File: src/rtl/shift_cmd_queue.sv
// Issue stage for the 8-bit barrel shifter: buffers shift commands in a small FIFO,
// presents the head to the shifter and registers its result behind a valid/ready port.
module shift_cmd_queue #(
    parameter int DEPTH = 4,
    parameter int DW    = 8,
    parameter int SW    = 3
) (
    input  logic                     clk,
    input  logic                     rst_n,
    input  logic                     clr,
    input  logic                     in_valid,
    output logic                     in_ready,
    input  logic [DW-1:0]            in_data,
    input  logic [SW-1:0]            in_shift,
    output logic [DW-1:0]            sh_datain,
    output logic [SW-1:0]            sh_shift,
    input  logic [DW-1:0]            sh_dataout,
    output logic                     out_valid,
    input  logic                     out_ready,
    output logic [DW-1:0]            out_data,
    output logic [SW-1:0]            out_shift,
    output logic [$clog2(DEPTH):0]   count
);

    localparam int AW = $clog2(DEPTH);
    localparam logic [AW:0]   CNT_FULL = DEPTH[AW:0];
    localparam logic [AW:0]   CNT_ONE  = 1;
    localparam logic [AW-1:0] PTR_ONE  = 1;

    typedef struct packed {
        logic [DW-1:0] data;
        logic [SW-1:0] shift;
    } cmd_t;

    cmd_t          mem [DEPTH];
    logic [AW-1:0] wr_ptr;
    logic [AW-1:0] rd_ptr;
    logic [AW:0]   count_nxt;
    logic          push;
    logic          load;

    // Full is decided from registered occupancy only, so a same-edge pop never frees a slot.
    assign in_ready  = (count != CNT_FULL);
    assign push      = in_valid & in_ready & ~clr;
    assign load      = (count != '0) & (~out_valid | out_ready) & ~clr;

    assign sh_datain = mem[rd_ptr].data;
    assign sh_shift  = mem[rd_ptr].shift;

    // NOTE: every variable assigned in always_comb gets a default first, so no path leaves it unassigned and no latch is inferred.
    always_comb begin
        count_nxt = count;
        if (push && !load) begin
            count_nxt = count + CNT_ONE;
        end else if (load && !push) begin
            count_nxt = count - CNT_ONE;
        end
    end

    // NOTE: the storage array is reset explicitly so the head outputs read 0 after reset; clr leaves it untouched.
    always_ff @(posedge clk or negedge rst_n) begin
        if (!rst_n) begin
            for (int i = 0; i < DEPTH; i++) begin
                mem[i] <= '0;
            end
        end else if (push) begin
            mem[wr_ptr] <= '{data: in_data, shift: in_shift};
        end
    end

    // NOTE: sequential state uses non-blocking assignments so every register samples pre-edge values.
    always_ff @(posedge clk or negedge rst_n) begin
        if (!rst_n) begin
            wr_ptr    <= '0;
            rd_ptr    <= '0;
            count     <= '0;
            out_valid <= 1'b0;
            out_data  <= '0;
            out_shift <= '0;
        end else if (clr) begin
            wr_ptr    <= '0;
            rd_ptr    <= '0;
            count     <= '0;
            out_valid <= 1'b0;
        end else begin
            count <= count_nxt;
            if (push) begin
                wr_ptr <= wr_ptr + PTR_ONE;
            end
            if (load) begin
                rd_ptr    <= rd_ptr + PTR_ONE;
                out_data  <= sh_dataout;
                out_shift <= sh_shift;
                out_valid <= 1'b1;
            end else if (out_ready) begin
                // Result consumed with nothing queued behind it; data/shift keep their values.
                out_valid <= 1'b0;
            end
        end
    end

endmodule

File: config.mk
export PLATFORM = sky130hd
export DESIGN_NAME = shift_cmd_queue
export DESIGN_NICKNAME = d
export VERILOG_FILES = /design/src/rtl/shift_cmd_queue.sv
export SDC_FILE = /design/constraint.sdc
export NUM_CORES = 1
export LEC_CHECK = 0
export ABC_CLOCK_PERIOD_IN_PS = 4500
export BUFFER_PORTS_ARGS = -buffer_cell sky130_fd_sc_hd__buf_2
export CAP_MARGIN = 30
export CORE_ASPECT_RATIO = 2
export CORE_UTILIZATION = 40
export CTS_BUF_LIST = sky130_fd_sc_hd__clkbuf_4 sky130_fd_sc_hd__clkbuf_8
export DETAILED_ROUTE_END_ITERATION = 10
export HOLD_SLACK_MARGIN = 0.05
export PLACE_DENSITY = 0.61
export SLEW_MARGIN = 10
export SYNTH_ARGS = -nofsm -noshare
export SYNTH_HDL_FRONTEND = slang
export SYNTH_SLANG_ARGS = --single-unit
File: constraint.sdc
create_clock -name clk -period 4.5 [get_ports clk]
set_input_delay 0.225 -clock clk [delete_from_list [all_inputs] [get_ports clk]]
set_output_delay 0.225 -clock clk [all_outputs]
set_load 0.03 [all_outputs]
* Word level (Yosys, flattened, before mapping)
Index checks and enable logic that the tools add are counted.
Storage, ports and cells: register bits 63, bits in latches 0, bits in writable memories 0, bits in read-only memories 0, output and inout port bits 27, word-level logic and storage cells 58, memories kept 0
Operators by class: add/sub/neg operators 4, multipliers 0, div/mod/pow operators 0, magnitude comparators 3, equality and inequality tests 1, shift operators 0, muxes and demuxes 16, bitwise operators 9, reduce and logical (&&, ||, !) cells 11
Operator list (number):
- bitwise mux 44 bit | 1
- two-way mux 11 bit | 3
- binary-select mux 11 bit (select 2 bit) | 1
- demux 11 bit (select 2 bit) | 1
- two-way mux 3 bit | 3
- nonzero test 3 bit | 3
- two-way mux 2 bit | 4
- >= comparator 3 bit, second input constant | 2
- inverter 2 -> 3 bit | 2
- adder 2 x 1 -> 2 bit, second input constant | 2
- bitwise AND 1 bit | 4
- nonzero test 2 bit | 2
- adder 3 x 1 -> 3 bit, second input constant | 1
- logical AND 1 bit | 3
- less-than comparator 3 x 1 -> 1 bit, second input constant | 1
- two-way mux 1 bit | 3
- inequality test 3 bit, second input constant | 1
- subtractor 3 x 1 -> 3 bit, second input constant | 1
- zero test 1 bit | 2
- inverter 1 bit | 2
- AND reduction 2 bit | 1
- OR 1 bit | 1

* Logic depth before layout (Yosys ltp)
depth after elaboration 8, depth in mapped cells 9, mapped depth without buffers 8

* Worst setup path after synthesis
No wires, ideal clock.
path type register -> register, start register count[1], end register count[2], library setup time 0.135 ns, arrival 2.420 ns, setup slack 1.944 ns, cell stages (with the launch flop) 9, cells stage by stage dfrtp_1 buf_6 nor2_1 nor2_1 o21a_1 fa_1 or4b_2 a31oi_1 nor3_1
On the way: word-level cells in the longest chain between the ends 7
Ends and longest elaborated chain:
- start, declared | RTL line 22 | output logic [$clog2(DEPTH):0] count
- start signal, assigned | RTL line 86 | count <= count_nxt;
- parallel branches: the longest is 7 deep, another holds subtractor 3 x 1 -> 3 bit
Parallel ways; which one is timed is not known. The select of a mux whose other input is x is not followed. A chain may end at the register's enable or synchronous reset.

* Worst setup path after layout
Ends and elaborated chain as after synthesis.

==> load_flow_metrics.sql <==
INSERT INTO impl_metrics (metric_group, metric, value, unit) VALUES
('sta', 'final_worst_path_period_need', '2.55', 'ns'),
('synthesis', 'yosys_register_bits', '63', ''),
('synthesis', 'yosysTopAreaCell', 'sky130_fd_sc_hd__dfrtp_1', ''),
('clock_network', 'cts_tree', 'yes', ''),
('clock_network', 'clkTransAtPathRegs', '0.07', 'ns'),
('clock_network', 'clock_path_buffers', '2', ''),
('floorplanning', 'floorplan.die.height', '124', 'um'),
('global_routing', 'number_of_global_route_vias_before_repair', '1884', ''),
('worst_setup_path', 'critical_path.cell_chain', 'nor2_1 -> nor2_1 -> o21a_1 -> fa_1 -> or4b_2 -> a31oi_1 -> nor3_1', ''),
('clock_network', 'cts_inserted_buffers', '9', ''),
('place', 'routabilityCongestion', '0.698', ''),
('synthesis', 'synthTopCellsByArea', 'sky130_fd_sc_hd__dfrtp_1, sky130_fd_sc_hd__mux2_2, sky130_fd_sc_hd__mux4_2', ''),
('synthesis', 'async_set_or_reset_flop_fraction_in_the_synthesized_netlist', '100', '%'),
('global_routing', 'grt_pass1_wl', '9.65', 'mm'),
('sta', 'worst_pin_slew', '0.799', 'ns'),
('worst_setup_path', 'crit_type', 'reg2reg', ''),
('power_and_ir_drop', 'cellPowerDensity', '773', 'nW/um^2'),
('routing', 'drt-initial-drc-count', '52', ''),
('global_routing', 'gr-max-usage-layer', 'met2', ''),
('synthesis', 'synth_cell_types', '40', ''),
('sta', 'max_freq', '392', 'MHz'),
('floorplanning', 'core_area', '7270', 'um^2'),
('power_and_ir_drop', 'power.switching_fraction', '37.5', '%'),
('worst_setup_path', 'crit_required', '4.71', 'ns'),
('global_routing', 'grt_usage', '16.6', '%'),
('cells_and_area', 'final_layout_size_suffix_gt1_share', '56.5', '%'),
('power_and_ir_drop', 'share_comb_of_total_power', '43.3', '%'),
('sta', 'grt_setup_unrepaired', 'false', ''),
('sta', 'clock-skew-final', '0.00658', 'ns'),
('global_routing', 'met1_usage', '18.6', '%'),
('synthesis', 'syn_avg_cell_area', '15.0', 'um^2'),
('routing', 'route.vias.total', '1786', ''),
('worst_setup_path', 'timing.reg2reg.setup_slack', '1.95', 'ns'),
('routing', 'route.final.wire_length', '5.70', 'mm'),
('run_status', 'outcome', 'finished clean', ''),
('routing', 'first_pass_iters', '4', ''),
('routing', 'post_drt_wl_per_cell', '16.4', 'um'),
('floorplanning', 'row_count', '44', ''),
('sta', 'timing.final.crit_share', '56.8', '%'),
('clock_network', 'cts.hold.buffers_added', '0', ''),
('worst_setup_path', 'arrival', '2.77', 'ns'),
('worst_setup_path', 'timing.critical_path.mode_cell', 'sky130_fd_sc_hd__nor2_1', ''),
('power_and_ir_drop', 'cell_internal_pwr', '1.68', 'mW'),
('sta', 'setup-tns-final', '0', 'ns'),
('clock_network', 'ctsRootBufferMaster', 'sky130_fd_sc_hd__clkbuf_8', ''),
('power_and_ir_drop', 'power.net_switching', '1.01', 'mW'),
('synthesis', 'post_synthesis_sequential_area_ratio', '52.8', '%'),
('power_and_ir_drop', 'share_clk_of_total_power', '19.0', '%'),
('power_and_ir_drop', 'power.leakage', '1.62', 'nW'),
('synthesis', 'syn_nets', '228', ''),
('routing', 'post_detailed_route_count_of_antenna_violating_nets', '0', ''),
('synthesis', 'total_number_of_yosys_warnings', '0', ''),
('power_and_ir_drop', 'totalPowerFinal', '2.69', 'mW'),
('global_routing', 'gr-usage-met3', '4.50', '%'),
('synthesis', 'syn-cell-area', '2990', 'um^2'),
('power_and_ir_drop', 'share_seq_of_total_power', '37.6', '%'),
('sta', 'report.final.setup_viol', '0', ''),
('synthesis', 'synth_edf_count', '0', ''),
('floorplanning', 'io-pin-count', '51', ''),
('place', 'dp.final_hpwl', '3.89', 'mm'),
('place', 'placedCellCount', '331', ''),
('cells_and_area', 'final_instance_count_without_filler_cells', '347', ''),
('worst_setup_path', 'crit_cells', '7', ''),
('global_routing', 'grt_antenna_before_repair', '0', ''),
('sta', 'finalHoldViolCount', '0', ''),
('sta', 'tightest_slew_margin_relative_to_the_limit', '46.7', '%'),
('worst_setup_path', 'maximum_net_fanout_on_the_critical_path', '9', ''),
('cells_and_area', 'n_antenna_cell', '0', ''),
('worst_setup_path', 'timing.critical_path.buf_inv', '0', ''),
('clock_network', 'cts.repair.resized', '0', ''),
('routing', 'drt_drc_violations_left', '0', '');
[logic make-up after synthesis]
kind of cell | count (synthesis) | synth area share [%]
muxes | 66 | 30.3
xor gates and xnor gates | 2 | 0.587
adders and majority gates | 5 | 2.35
DFF | 63 | 52.8
AOI/OAI and AO/OA | 16 | 3.52
and+or+nand+nor | 31 | 6.70
buffers and inverters | 16 | 3.77
[worst reg2reg max path: stages, from the launching register on]
cell and delay, ns:
sky130_fd_sc_hd__dfrtp_1 0.48, sky130_fd_sc_hd__nor2_1 0.29, sky130_fd_sc_hd__nor2_1 0.11, sky130_fd_sc_hd__o21a_1 0.19, sky130_fd_sc_hd__fa_1 0.43, sky130_fd_sc_hd__or4b_2 0.68
sky130_fd_sc_hd__a31oi_1 0.19, sky130_fd_sc_hd__nor3_1 0.07
[worst paths after layout]
check | to | from
worst max register to register | count[2] | count[1]
worst min register to register | out_shift[0] | out_shift[0]
max in group asynchronous | mem[6] | rst_n
min in group clk | out_data[5] | sh_dataout[5]
worst min-delay path | out_data[7] | rst_n
worst max-delay path | count[2] | count[1]
[per-layer routing]
| metal | routed length (um) | up-vias |
|---|---|---|
| met5 | 0 | - |
| met1 | 2140 | 921 |
| met3 | 198 | 7 |
| met2 | 3250 | 34 |
| met4 | 106 | 0 |
| li1 | - | 824 |
[state kept, by name, summed over array words and instances (netlist names)]
| register | count |
|---|---|
| mem | 44 |
| out_data | 8 |
| count | 3 |
| out_shift | 3 |
| rd_ptr | 2 |
| wr_ptr | 2 |
| out_valid | 1 |
[final cells by class]
class	count	area, um^2	area share (%)
well taps	92	115	3.31
flip-flops and latches	63	1580	45.3
clock buffers	13	173	4.96
inverters	4	15.0	0.431
repair buffers	52	265	7.62
clock inverters	3	40.0	1.15
multi-input cells	120	1300	37.3
[synth_stat cells, types with 2 or more instances]
master,n
sky130_fd_sc_hd__a21oi_1,7
sky130_fd_sc_hd__clkbuf_1,3
sky130_fd_sc_hd__nand2_4,3
sky130_fd_sc_hd__nand3_1,3
sky130_fd_sc_hd__nor3_1,3
sky130_fd_sc_hd__nand2_1,4
sky130_fd_sc_hd__mux2_2,45
sky130_fd_sc_hd__buf_6,4
sky130_fd_sc_hd__dfrtp_1,63
sky130_fd_sc_hd__mux4_2,11
sky130_fd_sc_hd__inv_1,4
sky130_fd_sc_hd__nand2b_1,2
sky130_fd_sc_hd__mux2_4,10
sky130_fd_sc_hd__nand3b_1,2
sky130_fd_sc_hd__ha_1,4
sky130_fd_sc_hd__buf_2,2
sky130_fd_sc_hd__nor2_1,6
[power by group through the flow]
stage / sequential [mW] / clock (mW) / combinational [mW]
after CTS: 1.02 / 0.530 / 1.18
final: 1.01 / 0.512 / 1.17
after global placement: 1.02 / 0 / 1.17
after detailed placement: 1.03 / 0 / 1.18
after floorplan: 1.06 / 0 / 0.850
after global routing: 1.06 / 0.556 / 1.25
[metrics by stage]
stage / utilization (%) / setup slack, ns / instance area, um^2 / hold slack (ns)
after floorplan: - / 1.94 / 2990 / -0.0706
after global placement: 45.0 / 2.06 / 3270 / 0.439
after detailed placement: 45.0 / 1.98 / 3270 / 0.451
after CTS: 47.9 / 1.96 / 3480 / 0.0763
after global routing: 47.9 / 1.82 / 3480 / 0.0983
final: 47.9 / 1.95 / 3480 / 0.0400
[cell usage in the layout, fill, tap and decap left out, drive strengths merged]
master / n
dfrtp: 63
mux2: 55
buf: 52
clkbuf: 13
mux4: 11
a21oi: 7
nand2: 7
nor2: 6
inv: 4
ha: 4
nor3: 3
nand3: 3
nand2b: 2
nand3b: 2
clkinv: 2
or3b: 2
and2b: 1
o21a: 1
and2: 1
and3: 1
nor2b: 1
or4b: 1
a211oi: 1
a31oi: 1
xor2: 1
a22oi: 1
a2111o: 1
o311ai: 1
o211ai: 1
a31o: 1
xnor2: 1
o21ai: 1
or3: 1
fa: 1
bufinv: 1
No activity file was read; power rests on OpenSTA's default activity.
